## config.mk

```make
export PLATFORM = sky130hd
export DESIGN_NAME = datapath_ctrl
export DESIGN_NICKNAME = d
export VERILOG_FILES = /design/src/rtl/datapath_ctrl_pkg.sv /design/src/rtl/datapath_ctrl_instr_dec.sv /design/src/rtl/datapath_ctrl.sv
export SDC_FILE = /design/constraint.sdc
export NUM_CORES = 1
export LEC_CHECK = 0
export CAP_MARGIN = 20
export CORE_ASPECT_RATIO = 0.7
export CORE_UTILIZATION = 48
export CTS_CLUSTER_DIAMETER = 50
export DETAILED_ROUTE_END_ITERATION = 8
export GPL_TIMING_DRIVEN = 0
export PLACE_DENSITY = 0.88
export RECOVER_POWER = 100
export SETUP_SLACK_MARGIN = 0.05
export SLEW_MARGIN = 20
export SYNTH_ARGS = -nofsm -noshare
export SYNTH_HDL_FRONTEND = slang
export SYNTH_SLANG_ARGS = --single-unit
```

## constraint.sdc

```tcl
create_clock -name clk -period 3.6 [get_ports clk]
set_input_delay 0.9 -clock clk [delete_from_list [all_inputs] [get_ports clk]]
set_output_delay 0.9 -clock clk [all_outputs]
set_load 0.05 [all_outputs]
```

## src/rtl/datapath_ctrl_pkg.sv

```systemverilog
// Shared types and encodings for the datapath sequencer: FSM states, IR field
// positions, opcode/op values, mux and ALU encodings, and the per-state control word.
package datapath_ctrl_pkg;

    typedef enum logic [2:0] {
        S_WAIT      = 3'd0,
        S_DECODE    = 3'd1,
        S_WRITE_IMM = 3'd2,
        S_GET_A     = 3'd3,
        S_GET_B     = 3'd4,
        S_EXEC      = 3'd5,
        S_WRITE_REG = 3'd6
    } state_t;

    localparam int IR_OPC_MSB = 15;
    localparam int IR_OPC_LSB = 13;
    localparam int IR_OP_MSB  = 12;
    localparam int IR_OP_LSB  = 11;
    localparam int IR_RN_MSB  = 10;
    localparam int IR_RN_LSB  = 8;
    localparam int IR_RD_MSB  = 7;
    localparam int IR_RD_LSB  = 5;
    localparam int IR_SH_MSB  = 4;
    localparam int IR_SH_LSB  = 3;
    localparam int IR_RM_MSB  = 2;
    localparam int IR_RM_LSB  = 0;
    localparam int IR_IMM_MSB = 7;

    localparam logic [2:0] OPC_MOV = 3'b110;
    localparam logic [2:0] OPC_ALU = 3'b101;

    localparam logic [1:0] OP_MOV_REG = 2'b00;
    localparam logic [1:0] OP_MOV_IMM = 2'b10;
    localparam logic [1:0] OP_ADD     = 2'b00;
    localparam logic [1:0] OP_CMP     = 2'b01;
    localparam logic [1:0] OP_AND     = 2'b10;
    localparam logic [1:0] OP_MVN     = 2'b11;

    localparam logic [1:0] VSEL_C    = 2'b00;
    localparam logic [1:0] VSEL_IMM8 = 2'b01;

    localparam logic [1:0] ALU_ADD  = 2'b00;
    localparam logic [1:0] ALU_SUB  = 2'b01;
    localparam logic [1:0] ALU_AND  = 2'b10;
    localparam logic [1:0] ALU_NOTB = 2'b11;

    typedef struct packed {
        logic       w;
        logic [2:0] readnum;
        logic [2:0] writenum;
        logic       write;
        logic       loada;
        logic       loadb;
        logic       loadc;
        logic       loads;
        logic       asel;
        logic [1:0] vsel;
        logic [1:0] aluop;
    } ctrl_t;

    // Control word that must be visible while the FSM sits in state st.
    function automatic ctrl_t ctrl_for(input state_t st, input logic [2:0] rn,
                                       input logic [2:0] rd, input logic [2:0] rm,
                                       input logic [1:0] op, input logic one_src,
                                       input logic mov_reg, input logic cmp);
        ctrl_t c;
        c = '0;
        case (st)
            S_WAIT: c.w = 1'b1;
            S_WRITE_IMM: begin
                c.writenum = rn;
                c.vsel     = VSEL_IMM8;
                c.write    = 1'b1;
            end
            S_GET_A: begin
                c.readnum = rn;
                c.loada   = 1'b1;
            end
            S_GET_B: begin
                c.readnum = rm;
                c.loadb   = 1'b1;
            end
            S_EXEC: begin
                c.loadc = 1'b1;
                c.asel  = one_src;
                c.aluop = mov_reg ? ALU_ADD : op;
                c.loads = cmp;
            end
            S_WRITE_REG: begin
                c.writenum = rd;
                c.vsel     = VSEL_C;
                c.write    = 1'b1;
            end
            default: c = '0;
        endcase
        return c;
    endfunction

endpackage

```

## src/rtl/datapath_ctrl_instr_dec.sv

```systemverilog
// Combinational instruction decode: IR field split, imm8 sign extension and
// instruction class flags used by the sequencer.
module instr_dec
    import datapath_ctrl_pkg::*;
(
    input  logic [15:0] ir,
    output logic [2:0]  rn,
    output logic [2:0]  rd,
    output logic [2:0]  rm,
    output logic [1:0]  sh,
    output logic [1:0]  op,
    output logic [15:0] sximm8,
    output logic        legal,
    output logic        is_mov_imm,
    output logic        is_mov_reg,
    output logic        is_one_src,
    output logic        is_cmp
);

    logic [2:0] opc;
    logic       is_alu;

    assign opc    = ir[IR_OPC_MSB:IR_OPC_LSB];
    assign op     = ir[IR_OP_MSB:IR_OP_LSB];
    assign rn     = ir[IR_RN_MSB:IR_RN_LSB];
    assign rd     = ir[IR_RD_MSB:IR_RD_LSB];
    assign sh     = ir[IR_SH_MSB:IR_SH_LSB];
    assign rm     = ir[IR_RM_MSB:IR_RM_LSB];
    assign sximm8 = {{8{ir[IR_IMM_MSB]}}, ir[IR_IMM_MSB:0]};

    assign is_alu     = (opc == OPC_ALU);
    assign is_mov_imm = (opc == OPC_MOV) && (op == OP_MOV_IMM);
    assign is_mov_reg = (opc == OPC_MOV) && (op == OP_MOV_REG);
    assign is_cmp     = is_alu && (op == OP_CMP);
    // MOV reg and MVN only need the B operand; A is forced to zero.
    assign is_one_src = is_mov_reg || (is_alu && (op == OP_MVN));
    assign legal      = is_alu || is_mov_imm || is_mov_reg;

endmodule

```

## src/rtl/datapath_ctrl.sv

```systemverilog
// Instruction sequencer: holds the IR and steps the register file, pipeline
// registers, ALU and status register through one instruction per start pulse.
//
// state       | meaning
// ------------+-------------------------------------------------------
// S_WAIT      | idle, w=1; load latches IR, s starts execution
// S_DECODE    | classify IR and pick the operand path
// S_WRITE_IMM | write sximm8 into Rn
// S_GET_A     | read Rn into A
// S_GET_B     | read Rm into B
// S_EXEC      | ALU result into C; CMP also loads status and finishes
// S_WRITE_REG | write C into Rd
module datapath_ctrl
    import datapath_ctrl_pkg::*;
(
    input  logic        clk,
    input  logic        reset,
    input  logic        s,
    input  logic        load,
    input  logic [15:0] in,
    output logic        w,
    output logic [2:0]  readnum,
    output logic [2:0]  writenum,
    output logic        write,
    output logic        loada,
    output logic        loadb,
    output logic        loadc,
    output logic        loads,
    output logic        asel,
    output logic        bsel,
    output logic [1:0]  vsel,
    output logic [1:0]  shift,
    output logic [1:0]  aluop,
    output logic [15:0] sximm8
);

    state_t      state;
    state_t      state_next;
    logic [15:0] ir;
    ctrl_t       ctrl;
    ctrl_t       ctrl_idle;

    logic [2:0] rn, rd, rm;
    logic [1:0] op;
    logic       legal, is_mov_imm, is_mov_reg, is_one_src, is_cmp;

    instr_dec u_dec (
        .ir         (ir),
        .rn         (rn),
        .rd         (rd),
        .rm         (rm),
        .sh         (shift),
        .op         (op),
        .sximm8     (sximm8),
        .legal      (legal),
        .is_mov_imm (is_mov_imm),
        .is_mov_reg (is_mov_reg),
        .is_one_src (is_one_src),
        .is_cmp     (is_cmp)
    );

    always_comb begin
        state_next = state;
        case (state)
            S_WAIT:      if (s) state_next = S_DECODE;
            S_DECODE: begin
                if (!legal)          state_next = S_WAIT;
                else if (is_mov_imm) state_next = S_WRITE_IMM;
                else if (is_one_src) state_next = S_GET_B;
                else                 state_next = S_GET_A;
            end
            S_WRITE_IMM: state_next = S_WAIT;
            S_GET_A:     state_next = S_GET_B;
            S_GET_B:     state_next = S_EXEC;
            S_EXEC:      state_next = is_cmp ? S_WAIT : S_WRITE_REG;
            S_WRITE_REG: state_next = S_WAIT;
            default:     state_next = S_WAIT;
        endcase
    end

    assign ctrl_idle = ctrl_for(S_WAIT, 3'd0, 3'd0, 3'd0, 2'd0, 1'b0, 1'b0, 1'b0);

    // Outputs are registered from the next state so they line up with state.
    always_ff @(posedge clk) begin
        if (reset) begin
            state <= S_WAIT;
            ir    <= '0;
            ctrl  <= ctrl_idle;
        end else begin
            state <= state_next;
            if (state == S_WAIT && load)
                ir <= in;
            ctrl <= ctrl_for(state_next, rn, rd, rm, op, is_one_src, is_mov_reg, is_cmp);
        end
    end

    assign w        = ctrl.w;
    assign readnum  = ctrl.readnum;
    assign writenum = ctrl.writenum;
    assign write    = ctrl.write;
    assign loada    = ctrl.loada;
    assign loadb    = ctrl.loadb;
    assign loadc    = ctrl.loadc;
    assign loads    = ctrl.loads;
    assign asel     = ctrl.asel;
    assign vsel     = ctrl.vsel;
    assign aluop    = ctrl.aluop;
    assign bsel     = 1'b0;

endmodule

```

== Yosys cells after proc, flatten, opt, wreduce, memory -nomap -nowiden ==
Cells that the tools add are included.

* Reductions and logical operators: 13
* Mux-type cells: 13
* Eq/ne operators: 14
* Bitwise gates (word level): 1

{| class="wikitable"
|+ Operators by type and width
! operator !! count
|-
| equality test 3 bit, second input constant || 7
|-
| two-way mux 3 bit || 6
|-
| case mux 3 bit (5 select lines) || 1
|-
| equality test 3 x 2 -> 1 bit, second input constant || 3
|-
| case mux 4 bit (2 select lines) || 1
|-
| zero test 3 bit || 2
|-
| case mux 3 bit (2 select lines) || 1
|-
| logical AND 1 bit || 5
|-
| equality test 2 bit, second input constant || 2
|-
| two-way mux 1 bit || 4
|-
| equality test 3 x 1 -> 1 bit, second input constant || 1
|-
| logical OR 1 bit || 3
|-
| OR reduction 3 bit || 1
|-
| equality test 2 x 1 -> 1 bit, second input constant || 1
|-
| zero test 2 bit || 1
|-
| OR reduction 2 bit || 1
|-
| NOT 1 bit || 1
|}

* Register bits: 36

== Depth between registers and ports, before layout ==
Gate-level depths: netlist (run 1).

* Depth after elaboration: 10
* Depth in mapped cells: 6
* Depth with buffers taken out: 4

== Hierarchy ==
Synthesis (run 1) repeated with hierarchy kept, for this count alone.

* Cell total of the unflattened synthesis: 177
* Area total of the unflattened synthesis: 1524.0 sq um

{| class="wikitable"
|+ By module, submodules not included
! module !! cells each !! times used !! seq. area each (sq um) !! area an instance (sq um)
|-
| datapath_ctrl || 138 || 1 || 700.7 || 1238.7
|-
| instr_dec || 39 || 1 || 0.0 || 285.3
|}

== Worst setup path before layout (run 1) ==
OpenSTA, ideal clock, no wires.

* Path type: in2reg
* From: in reset
* To: reg ctrl, in the netlist readnum[0]
* Setup time: 0.117 ns
* Data arrival time: 1.682 ns
* Required time: 3.483 ns
* Path slack: 1.801 ns
* Path buffers: 1
* Stages: 4
* Cell sequence: clkbuf_1 nor2_1 o311a_1 a22o_1

{| class="wikitable"
|+ RTL lines
! what !! line !! RTL
|-
| start, declared || datapath_ctrl.sv:17 || <nowiki>input logic reset,</nowiki>
|-
| end signal, assigned || datapath_ctrl.sv:88 || <nowiki>ctrl <= ctrl_idle;</nowiki>
|-
| end signal, assigned || datapath_ctrl.sv:93 || <nowiki>ctrl <= ctrl_for(state_next, rn, rd, rm, op, is_one_src, is_mov_reg, is_cmp);</nowiki>
|-
| end, declared || datapath_ctrl.sv:40 || <nowiki>ctrl_t ctrl;</nowiki>
|}

== Final worst setup path (run 1) ==
* From: in load
* To: reg ir[10]

* Longest elaborated chain between the ends: 1

{| class="wikitable"
|+ RTL lines
! what !! line !! RTL
|-
| start, declared || datapath_ctrl.sv:19 || <nowiki>input logic load,</nowiki>
|-
| logical AND 1 bit || datapath_ctrl.sv:91 || <nowiki>if (state == S_WAIT && load)</nowiki>
|-
| end signal, assigned || datapath_ctrl.sv:92 || <nowiki>ir <= in;</nowiki>
|-
| end, declared || datapath_ctrl.sv:39 || <nowiki>logic [15:0] ir;</nowiki>
|}

Every way passes these cells.
A chain may end at the register's enable or synchronous reset.

==> results of run 1 <==
[path summary, 6_finish.rpt]
check,to,depth (start not counted),start
setup / recovery,ir[10]$_SDFFE_PP0P_,5,load
hold / removal,ir[8]$_SDFFE_PP0P_,2,ir[8]$_SDFFE_PP0P_
setup reg to reg,ir[10]$_SDFFE_PP0P_,5,state[0]$_SDFF_PP0_
hold reg to reg,ir[8]$_SDFFE_PP0P_,2,ir[8]$_SDFFE_PP0P_
[metal layers]
layer | wire length [um] | track usage [%] | vias up | part of all wire, %
met5 | 0 | 0 | - | 0
met2 | 1710 | 32.70 | 47 | 47
li1 | - | - | 703 | -
met3 | 239 | 6.024 | 5 | 6.5
met1 | 1686 | 28.45 | 656 | 46
met4 | 32 | 7.000 | 0 | 0.87
[critical path, cell delays in order]
cell and delay (ns):
dlygate4sd3_1 0.55, nor4b_1 0.84, clkbuf_1 0.46, nand2_1 0.10, a21oi_1 0.15
[stage by stage]
| step | power (mW) | hold slack, ns | cell area, sq um | instances |
|---|---|---|---|---|
| global route | 0.9579 | 0.4914 | 2252 | 274 |
| global placement | 0.5901 | 0.4576 | 2183 | 266 |
| floorplan | 0.5356 | 0.4455 | 1615 | 176 |
| finish | 0.9238 | 0.4691 | 2252 | 274 |
| CTS | 0.9368 | 0.4668 | 2296 | 274 |
| detailed placement | 0.5943 | 0.4568 | 2183 | 266 |
[power by group]
part           internal, mW  leakage, nW  switching [mW]  total, mW
logic                0.0664        0.640          0.0976      0.164
clock network         0.206       0.0581           0.141      0.347
registers             0.399        0.285          0.0138      0.413
[area by class of cell]
class	count	area (sq um)
plain buffers	28	187.7
flip-flops and latches	35	700.7
inverters	2	7.507
multi-input cells	111	675.6
clock inverters	3	43.79
repair buffers	52	520.5
clock buffers	5	68.82
fillers	259	917.1
well taps	38	47.55
[registers in the layout, indices dropped and copies added (netlist names), 2 cells and up]
name and count:
readnum 3, writenum 3, state 3, aluop 2
ir 16
[synthesized netlist by cell type, types with 2 or more instances]
cell      count  share of area [%]
clkbuf_1      3               0.70
a22o_1        3                1.6
inv_1         2               0.47
nand2_1      36                8.4
dfxtp_1      35                 43
a211oi_1      3                1.4
nand3_1       4                1.2
nor4b_2       2                1.9
nor3_1        2               0.62
nor2_1       10                2.3
buf_4        21                9.8
o21ai_0       3               0.93
nand4b_1      2                1.1
o311a_1       2                1.2
buf_2         4                1.2
nor4b_4       2                3.0
a21oi_1      17                5.3
[kinds of logic (layout without fill, tap and decap cells)]
| family | Yosys count | count (layout) | share of synthesized area [%] |
|---|---|---|---|
| buffers and inverters | 30 | 90 | 12.19 |
| other | 1 | 2 | 0.2327 |
| and+or+nand+nor | 69 | 69 | 24.61 |
| AOI/OAI and AO/OA | 39 | 39 | 18.95 |
| DFF | 35 | 35 | 43.48 |
| xor gates and xnor gates | 1 | 1 | 0.5436 |
==> flow_summary_export.csv, run 1 <==
group,metric,value,unit
power_and_ir_drop,p_per_area,410.2,nW/um^2
sta,min_period,2.807,ns
yosys,ys_seq_area_share,43.48,%
setup_path,critPathKind,"in2reg",
floorplanning,die_area,3597,sq um
sta,setup_ws,0.7933,ns
sta,rsz0062_at_grt,"false",
outcome,violations,"DRC",
yosys,yosysWarnings,0,
floorplanning,io_pins,56,
grt,grt_pass1_vias,1242,
clock_network,clockBufferDepth,2,
run,drv_cap,0,
outcome,status,"finished, violations left",
clock_network,cts_sinks,35,
place,port_buffers,52,
yosys,postSynthAreaPerCell,9.209,sq um
layout,fin_util,71.06,%
clock_network,hold_buffers,0,
clock_network,cts_tree,"done",
power_and_ir_drop,leakage,0.9830,nW
power_and_ir_drop,vdd_drop_max,0.4017,mV
grt,grt_max_degree,13,
clock_network,cts-root-buf,"clkbuf_8",
sta,fmax,356.3,MHz
routing,vias_per_cell,5.150,
setup_path,cp.arrival,3.01,ns
routing,drt_iter0_drc,96,
sta,finClkSkew,0.01012,ns
layout,drive_gt1_share,17.80,%
sta,setup_violations,0,
layout,nets,255,
layout,areaGrowthSynthToFinish,39.75,%
yosys,synth_cell_types,41,
layout,final_cell_mix,"nand2_1 (36), dlygate4sd3_1 (36), dfxtp_1 (35), buf_4 (21), a21oi_1 (18)",
yosys,async_reset_ff_share,0,%
place,place.gp.congestion,0.8957,
setup_path,crit_fanout,10,
yosys,synth_enable_flop_cells,0,
sta,tightest_slew,1.029,ns
yosys,synth_flop_cell,"dfxtp_1",
grt,grt-ovfl-total,0,
routing,post-route-drc-count,1,
grt,grtUsageTotal,21.17,%
sta,drv_slew,0,
clock_network,cts_setup_buffers,0,
floorplanning,fp.dieH,50.48,um
layout,diodes,0,
sta,fin_tns_setup,0,ns
setup_path,cp.required,3.81,ns
yosys,synth-seq-cells,35,
sta,maxSlewHeadroom,30.46,%
routing,routedWlPerCell,13.39,um
floorplanning,dieWidth,71.26,um
min_path,hold_path.class,"reg2reg",
floorplanning,core-area,3169,sq um
routing,first_pass_iters,6,
clock_network,cts_resized,0,
yosys,syn-instance-count,175,
routing,ant_nets,0,
floorplanning,start_util,50.85,%
setup_path,end_kind,"flip-flop",
clock_network,h-tree-depth,2,
clock_network,clkTransAtPathRegs,0.08,ns
grt,antenna_found_initial,0,
yosys,synth_area,1612,sq um
setup_path,r2r_slack,1.48,ns
setup_path,cp-start-kind,"primary input",
place,place_ws,1.165,ns
grt,grt_pass1_wl,5.727,mm
routing,wl,3.670,mm
floorplanning,rows,17,
clock_network,cts_made_buffers,5,
clock_network,clock_latency,0.28,ns
routing,via_count,1411,
place,hpwl,2.727,mm
sta,hold_viol,0,
sta,post-route-period-util,77.96,%
Power figures use the tool's default switching activity.
==> inputs of run 2 (changes only) <==
CORE_UTILIZATION = 40   (was 48)
PLACE_DENSITY = 0.79   (was 0.88)
clock period = 2.3 ns   (was 3.6 ns; I/O delays follow)
==> flow_summary_export.csv, run 2 (synthesis gave the netlist of run 1 again) <==
group,metric,value,unit
clock_network,hold_buffers,0,
clock_network,clockBufferDepth,2,
routing,via_count,1381,
grt,antenna_found_initial,0,
clock_network,cts_sinks,35,
setup_path,critPathKind,"reg2out",
place,hpwl,2.682,mm
sta,setup_violations,0,
grt,grt_pass1_wl,5.740,mm
routing,post-route-drc-count,0,
routing,vias_per_cell,4.829,
layout,final_cell_mix,"nand2_1 (37), dfxtp_1 (35), dlygate4sd3_1 (24), clkdlybuf4s50_1 (19), a21oi_1 (18)",
setup_path,r2r_slack,0.24,ns
clock_network,cts_tree,"done",
clock_network,h-tree-depth,2,
place,port_buffers,52,
setup_path,reg2reg_from,"ir[12]$_SDFFE_PP0P_",
clock_network,cts_made_buffers,5,
setup_path,startpoint,"ir[2]$_SDFFE_PP0P_",
setup_path,r2r_cells,5,
routing,routedWlPerCell,12.30,um
floorplanning,core-area,3694,sq um
setup_path,crit_path_end,"sximm8[2]",
layout,drive_gt1_share,15.68,%
clock_network,cts-root-buf,"clkbuf_8",
setup_path,critPathMaxStageDelay,0.86,ns
floorplanning,dieWidth,77.87,um
run,drv_cap,0,
power_and_ir_drop,p_per_area,597.3,nW/um^2
routing,first_pass_iters,4,
grt,grt-ovfl-total,0,
grt,grtUsageTotal,18.00,%
outcome,status,"completed",
floorplanning,io_pins,56,
sta,drv_slew,0,
power_and_ir_drop,leakage,0.9514,nW
grt,grt_pass1_vias,1189,
floorplanning,rows,18,
layout,top_register,"ir",
setup_path,cp-start-kind,"flip-flop",
sta,maxSlewHeadroom,42.07,%
floorplanning,die_area,4291,sq um
sta,fmax,453.6,MHz
layout,diodes,0,
floorplanning,start_util,43.63,%
setup_path,cp.required,1.73,ns
setup_path,reg2reg_to,"w$_SDFF_PP1_",
routing,wl,3.517,mm
routing,ant_nets,0,
layout,areaGrowthSynthToFinish,36.34,%
sta,fin_tns_setup,0,ns
sta,finClkSkew,0.005703,ns
setup_path,crit_fanout,3,
sta,hold_viol,0,
place,place.gp.congestion,0.8574,
setup_path,end_kind,"primary output",
min_path,hold_path.class,"reg2reg",
setup_path,cp.arrival,1.63,ns
layout,largest_reg_flops,16,
sta,tightest_slew,0.8576,ns
floorplanning,fp.dieH,55.11,um
layout,final_common_cell,"nand2_1",
routing,drt_iter0_drc,96,
clock_network,cts_setup_buffers,0,
clock_network,clkTransAtPathRegs,0.07,ns
sta,min_period,2.204,ns
power_and_ir_drop,vdd_drop_max,0.3609,mV
clock_network,clock_latency,0.29,ns
clock_network,cts_resized,9,
layout,fin_cells,286,
setup_path,critPathSlowestCell,"dlygate4sd3_1",
setup_path,path_cells,"buf_4, dlygate4sd3_1",
sta,post-route-period-util,95.84,%
grt,grt_max_degree,12,
place,post-place-cells,278,
sta,rsz0062_at_grt,"false",
layout,nets,255,
## run 2: per-layer routing
layer  part of all wire [%]  vias to the layer above  global-route usage, %  routed length (um)
met5                      0                        -                      0                   0
met4                    1.2                        0                  7.547                  42
met3                    6.4                        5                  5.574                 225
met2                     41                       47                  27.73                1443
met1                     51                      622                  23.73                1805
li1                       -                      707                      -                   -
## run 2: how the worst min path moves through the flow
| stage | from | endpoint | slack (ns) | cells after the start |
|---|---|---|---|---|
| floorplan | ir[10]$_SDFFE_PP0P_ | ir[10]$_SDFFE_PP0P_ | 0.45 | 2 |
| global placement | ir[6]$_SDFFE_PP0P_ | ir[6]$_SDFFE_PP0P_ | 0.46 | 2 |
| detailed placement | ir[5]$_SDFFE_PP0P_ | ir[5]$_SDFFE_PP0P_ | 0.46 | 2 |
| CTS | ir[5]$_SDFFE_PP0P_ | ir[5]$_SDFFE_PP0P_ | 0.47 | 2 |
| global route | ir[8]$_SDFFE_PP0P_ | ir[8]$_SDFFE_PP0P_ | 0.51 | 2 |
| finish | ir[5]$_SDFFE_PP0P_ | ir[5]$_SDFFE_PP0P_ | 0.47 | 2 |
## run 2: through the flow
step / area, sq um / power, mW / setup WS [ns] / util [%] / hold slack, ns
after floorplan: 1615 / 0.8384 / 0.8258 / - / 0.4455
after global placement: 2198 / 0.9248 / 0.2679 / 59.52 / 0.4630
after detailed placement: 2198 / 0.9283 / 0.2611 / 59.52 / 0.4649
after CTS: 2268 / 1.335 / 0.1294 / 61.42 / 0.4733
after global routing: 2197 / 1.375 / 0.04632 / 59.49 / 0.5072
final: 2197 / 1.312 / 0.09562 / 59.49 / 0.4745
## run 2: critical path: cells and delay by family, from the launching register on
kind | cells | cell delay [ns]
buf+inv | 2 | 0.98
flops | 1 | 0.37
## run 2: final cells by class
cell class / count / area, sq um
multi-input combinational: 111 / 648.1
inverter: 2 / 7.507
tap: 50 / 62.56
clock buffer: 7 / 76.32
sequential: 35 / 700.7
timing repair buffer: 52 / 509.2
clock inverter: 1 / 5.005
buffer: 28 / 187.7
fill: 365 / 1496
## run 2: report_power, final
part / leakage [nW] / total (mW) / switching, mW / internal [mW]
sequential: 0.285 / 0.645 / 0.0197 / 0.625
combinational: 0.624 / 0.248 / 0.148 / 0.100
clock: 0.0422 / 0.419 / 0.207 / 0.212
